File: src/rtl/alu_bist_sequencer.sv
// -----------------------------------------------------------------------------
// alu_bist_sequencer
//   Built-in self-test driver for the 8-bit ALU (A, B, SL -> Su, C, Z, S, P).
//   A run steps all 16 opcodes over VECTORS pseudo-random operand pairs. Each
//   ALU response is folded into a 12-bit MISR. At the end the signature is
//   compared with a golden value.
//
//   Handshake: start is a level sampled only in IDLE. A run then owns the ALU
//   until the one-cycle done pulse. busy covers the accept edge through the
//   DONE cycle. abort wins over start and cancels WAIT/CAPTURE, but not DONE.
//
// Ports
//   clk, rst_n          clock (rising edge), asynchronous active-low reset
//   start, abort        run request / synchronous abandon
//   sig_expected[11:0]  golden signature
//   alu_su[7:0], alu_c, alu_z, alu_s, alu_p   ALU response under test
//   alu_a[7:0], alu_b[7:0], alu_sl[3:0]       registered ALU stimulus
//   busy, done, pass    run status (done is a one-cycle pulse)
//   signature[11:0]     live MISR value, final while done=1
//   dbg_state[1:0]      FSM state, for checkers (0 IDLE,1 WAIT,2 CAPTURE,3 DONE)
// -----------------------------------------------------------------------------
module alu_bist_sequencer #(
  parameter int unsigned VECTORS = 16,
  parameter int unsigned SETTLE  = 1,
  parameter logic [7:0]  SEED_A  = 8'h93,
  parameter logic [7:0]  SEED_B  = 8'h02
) (
  input  logic        clk,
  input  logic        rst_n,
  input  logic        start,
  input  logic        abort,
  input  logic [11:0] sig_expected,
  input  logic [7:0]  alu_su,
  input  logic        alu_c,
  input  logic        alu_z,
  input  logic        alu_s,
  input  logic        alu_p,
  output logic [7:0]  alu_a,
  output logic [7:0]  alu_b,
  output logic [3:0]  alu_sl,
  output logic        busy,
  output logic        done,
  output logic        pass,
  output logic [11:0] signature,
  output logic [1:0]  dbg_state
);

  // Index of the final capture: VECTORS pairs times 16 opcodes, minus one.
  localparam logic [11:0] LAST_CAP  = 12'(VECTORS * 16 - 1);
  localparam logic [3:0]  WAIT_INIT = 4'(SETTLE - 1);

  if (VECTORS == 0 || VECTORS > 255) begin : g_bad_vectors
    $error("alu_bist_sequencer: VECTORS=%0d outside 1..255", VECTORS);
  end
  if (SETTLE == 0 || SETTLE > 15) begin : g_bad_settle
    $error("alu_bist_sequencer: SETTLE=%0d outside 1..15", SETTLE);
  end

  typedef enum logic [1:0] {
    ST_IDLE    = 2'd0,
    ST_WAIT    = 2'd1,
    ST_CAPTURE = 2'd2,
    ST_DONE    = 2'd3
  } state_t;

  state_t      state;
  logic [3:0]  wcnt;
  logic [11:0] cap_cnt;
  logic [11:0] cap_data;

  // Operand generator: taps 7,5,4,3. A zero seed is a fixed point.
  function automatic logic [7:0] lfsr_next(input logic [7:0] x);
    return {x[6:0], x[7] ^ x[5] ^ x[4] ^ x[3]};
  endfunction

  // Signature compactor: shift with feedback from taps 11,5,3,0, then fold in d.
  function automatic logic [11:0] misr_next(input logic [11:0] m, input logic [11:0] d);
    return {m[10:0], m[11] ^ m[5] ^ m[3] ^ m[0]} ^ d;
  endfunction

  assign cap_data  = {alu_su, alu_c, alu_z, alu_s, alu_p};
  assign dbg_state = state;

  always_ff @(posedge clk or negedge rst_n) begin
    if (!rst_n) begin
      state     <= ST_IDLE;
      wcnt      <= 4'd0;
      cap_cnt   <= 12'd0;
      alu_a     <= 8'd0;
      alu_b     <= 8'd0;
      alu_sl    <= 4'd0;
      busy      <= 1'b0;
      done      <= 1'b0;
      pass      <= 1'b0;
      signature <= 12'd0;
    end else begin
      done <= 1'b0;
      case (state)
        ST_IDLE: begin
          if (abort) begin
            pass <= 1'b0;
          end else if (start) begin
            alu_a     <= SEED_A;
            alu_b     <= SEED_B;
            alu_sl    <= 4'd0;
            signature <= 12'd0;
            pass      <= 1'b0;
            wcnt      <= WAIT_INIT;
            cap_cnt   <= 12'd0;
            busy      <= 1'b1;
            state     <= ST_WAIT;
          end
        end

        ST_WAIT: begin
          if (abort) begin
            busy  <= 1'b0;
            pass  <= 1'b0;
            state <= ST_IDLE;
          end else if (wcnt == 4'd0) begin
            state <= ST_CAPTURE;
          end else begin
            wcnt <= wcnt - 4'd1;
          end
        end

        ST_CAPTURE: begin
          if (abort) begin
            // Abandon without folding in this response; signature holds.
            busy  <= 1'b0;
            pass  <= 1'b0;
            state <= ST_IDLE;
          end else begin
            signature <= misr_next(signature, cap_data);
            if (cap_cnt == LAST_CAP) begin
              done  <= 1'b1;
              state <= ST_DONE;
            end else begin
              cap_cnt <= cap_cnt + 12'd1;
              alu_sl  <= alu_sl + 4'd1;
              // Opcode wrap 15->0 marks the next operand pair.
              if (alu_sl == 4'd15) begin
                alu_a <= lfsr_next(alu_a);
                alu_b <= lfsr_next(alu_b);
              end
              wcnt  <= WAIT_INIT;
              state <= ST_WAIT;
            end
          end
        end

        ST_DONE: begin
          // abort is deliberately ignored here: the run completes.
          pass  <= (signature == sig_expected);
          busy  <= 1'b0;
          state <= ST_IDLE;
        end

        default: begin
          busy  <= 1'b0;
          state <= ST_IDLE;
        end
      endcase
    end
  end

endmodule

File: config.mk
export PLATFORM = sky130hd
export DESIGN_NAME = alu_bist_sequencer
export DESIGN_NICKNAME = d
export VERILOG_FILES = /design/src/rtl/alu_bist_sequencer.sv
export SDC_FILE = /design/constraint.sdc
export NUM_CORES = 1
export LEC_CHECK = 0
export CELL_PAD_IN_SITES_DETAIL_PLACEMENT = 0
export CELL_PAD_IN_SITES_GLOBAL_PLACEMENT = 1
export CORE_MARGIN = 2
export CORE_UTILIZATION = 39
export DETAILED_ROUTE_END_ITERATION = 8
export GPL_TIMING_DRIVEN = 0
export PLACE_DENSITY = 0.84
export SLEW_MARGIN = 40
export SYNTH_ARGS = -nofsm -noshare
export SYNTH_HDL_FRONTEND = slang
export SYNTH_SLANG_ARGS = --single-unit
File: constraint.sdc
create_clock -name clk -period 2.6 [get_ports clk]
set_input_delay 0.78 -clock clk [delete_from_list [all_inputs] [get_ports clk]]
set_output_delay 0.78 -clock clk [all_outputs]
set_load 0.01 [all_outputs]
==> key figures <==
Timing
  – Highest clock rate: around 400 MHz
  – Hold WS: approximately 360 ps
  – Slew headroom: about half
  – Clock Skew: a little under 10 ps
  – Final WS setup: between 100 and 150 ps
  – Final period util: a little over nine tenths
  – Tightest Pin Transition: 741.1 ps
  – Setup violators final: 0
  – Fin. Hold Viols: 0
  – Slew Limit Fails: 0
  – RSZ-0062 raised after global routing: no
  – Post-layout minimum cycle time: 2471 ps

Run
  – # Max-Cap Violations: 0

GRT
  – Gr usage total: 17.58%
  – Largest net degree at the start of global routing: 32
  – Global-route wire length before repair: between 10000 and 15000 um
  – GRT Residual Overflow: 0
  – Vias in the first global route: approximately 2300
  – Antenna violations before repair: 0

Synthesis
  – Mean Syn Cell Area: between 10 and 15 um2
  – Cell area after synthesis: between 0.002 and 0.003 mm2
  – Seq cells post-synth: 53
  – Seq/Total Area, Yosys: between 40% and 50%
  – FFs w/ async S/R, synth: between 90% and 100%
  – Ys flop type: dfrtp_1
  – Number of flops mapped to enable cells by yosys: 0
  – Unique cell type count in the Yosys netlist: 53
  – Syn Nets: between 300 and 400
  – Synthesized instance count: 271
  – Yosys warnings: 0

Pwr
  – Worst VDD drop: around 330 uV
  – Pwr/cell area: roughly 800 mW/mm2
  – Leak pwr: approximately 1.6 nW

Finish
  – Final nets: about 380
  – Final Non-Filler Cells: 443
  – Most frequent cells in the layout: clkdlybuf4s50_1, dfrtp_1, a22o_1
  – Final instance area: ~0.0038 mm2
  – Share of layout cells above drive strength 1: 7.267%
  – Commonest non-fill, non-tap cell in the layout: clkdlybuf4s50_1
  – Synthesis-to-layout area growth: 30.90%
  – Antenna cells: 0

Route
  – Wl on met1: approximately 3400 um
  – Post-route DRC: 0
  – Top sig layer: met4
  – Final WL: 7013 um
  – Drt first pass iters: 4
  – Met2 Wirelength: approximately 3400 um
  – Vias per Instance: around 5.4
  – Drt initial violations: 84
  – Routed length per instance: between 15 and 20 um
  – Post-route ant nets: 0
  – Met3 WL: between 200 and 250 um
  – Via count: approximately 2400

Clocking
  – Worst-path clk slew: around 100 ps
  – Clk Latency, worst-skew pair: 310 ps
  – Post-CTS setup buffers: 0
  – Root Buffer: clkbuf_8
  – CTS H-tree lvls: 2
  – CTS sink count: 53
  – CTS tree: yes
  – CTS Buffer Depth: 2
  – CTS Buf Count: 5

Critical path
  – Crit path max-delay cell type: clkdlybuf4s50_1
  – CP max stage delay: 480 ps
  – Crit Path Max Fanout: 10
  – Ordered cell list for the critical path: clkdlybuf4s50_1 -> clkbuf_1 -> nor2_2 -> nand2_1 -> a221o_1
  – Worst reg-to-reg path cell count: 8
  – Setup crit start kind: primary input
  – R2R setup slack: around 240 ps
  – Setup crit end kind: register
  – Critical path type: primary input to register
  – Worst r2r src: dbg_state[0]
  – WP data arrival: around 2700 ps
  – FF-to-FF End: alu_sl[0]
  – Worst path required time: 2800 ps

Floorplanning
  – Die Y: between 80 and 90 um
  – Initial core utilization: around two fifths
  – Die ar.: 0.008086 mm2
  – Num rows: 31
  – Core area: about 0.0072 mm2
  – Ports: 65
  – Die W: about 90 um

Placement
  – Final HPWL DP: 5110 um
  – Placement Setup Slack: -374.8 ps
  – Routability congestion estimate: just under 0.8
  – DP Area: 0.003661 mm2
  – I/O Buffers: between 60 and 70
  – Cells after DPL: 435

Outcome
  – Status: finished, final reports clean

Min path
  – Hold WC Path Type: primary input to asynchronous set/reset pin
## final cells by class
class                   count  area (um2)
plain buffers              10       57.56
flip-flops and latches     53        1326
clock inverters             2       17.52
clock buffers               6       82.58
well taps                  99       123.9
multi-input cells         201        1476
inverters                   7       26.28
fillers                   662        3446
repair buffers             65       658.1
## cell usage after synthesis (4+ instances only)
cell | instances | area, um2
dfrtp_1 | 53 | 1326
o41ai_1 | 4 | 35.03
xnor2_1 | 15 | 131.4
xor2_1 | 18 | 157.7
nor4_1 | 5 | 31.28
nand2_1 | 18 | 67.56
nand2b_1 | 5 | 31.28
clkbuf_1 | 5 | 18.77
nor2_1 | 10 | 37.54
o22a_1 | 4 | 35.03
a22o_1 | 23 | 201.4
inv_1 | 6 | 22.52
o2bb2ai_1 | 6 | 52.55
nor3_1 | 8 | 40.04
o21ai_0 | 13 | 65.06
ha_1 | 8 | 100.1
a21oi_1 | 5 | 25.02
nand3_1 | 12 | 60.06
## how the worst max path moves through the flow
stage	from	to	slack, ps	depth (start not counted)
2_1_floorplan	dbg_state[0]	alu_a[3]	510	7
3_3_place_gp	rst_n	alu_a[6]	-970	1
3_5_place_dp	abort	cap_cnt[4]	-370	5
4_1_cts	start	alu_sl[0]	60	7
5_1_grt	abort	cap_cnt[4]	20	5
6_report	abort	cap_cnt[4]	130	5
## what timing repair did
item / CTS / global route
gates resized for setup: 2 / 2
endpoints found under the setup margin: 5 / 19
hold buffers: 0 / 0
## cell families after synthesis
kind of cell    after synthesis  synth area share, %
simple gates                 82                16.38
compound gates               74                19.73
flops                        53                46.07
xor+xnor                     33                10.04
buf+inv                      17                2.868
fa+ha+maj                     8                3.477
mux                           4                1.434
## layer usage
metal,GRT usage [%],up-vias
met3,2.598,6
met1,24.54,1177
met4,4.487,0
li1,-,1157
met2,28.91,40
met5,0,-
## metrics by stage
stage	util, %	power [W]	TNS (ps)
finish	52.24	0.003086	0
global route	52.24	0.003295	0
CTS	52.22	0.003105	0
detailed placement	50.75	0.002584	-10300
global placement	50.50	0.002541	-63420
floorplan	-	0.002036	0
## report_power, final
part           total, W  switching [W]  internal [W]
clock          0.000508       0.000287      0.000222
sequential      0.00129       0.000273       0.00102
combinational   0.00129       0.000613      0.000674
total           0.00309        0.00117       0.00191
## registers in the layout, indices dropped and copies added (netlist names)
name	cells
alu_a	8
alu_b	8
alu_sl	4
busy	1
cap_cnt	12
dbg_state	2
done	1
pass	1
signature	12
wcnt	4
## worst max-delay path, delay by kind of cell
family / cells / cell delay, ps
AOI/OAI and AO/OA: 1 / 430
buffers and inverters: 2 / 750
and+or+nand+nor: 2 / 710
Note: power is estimated with default switching activity, not from simulation.
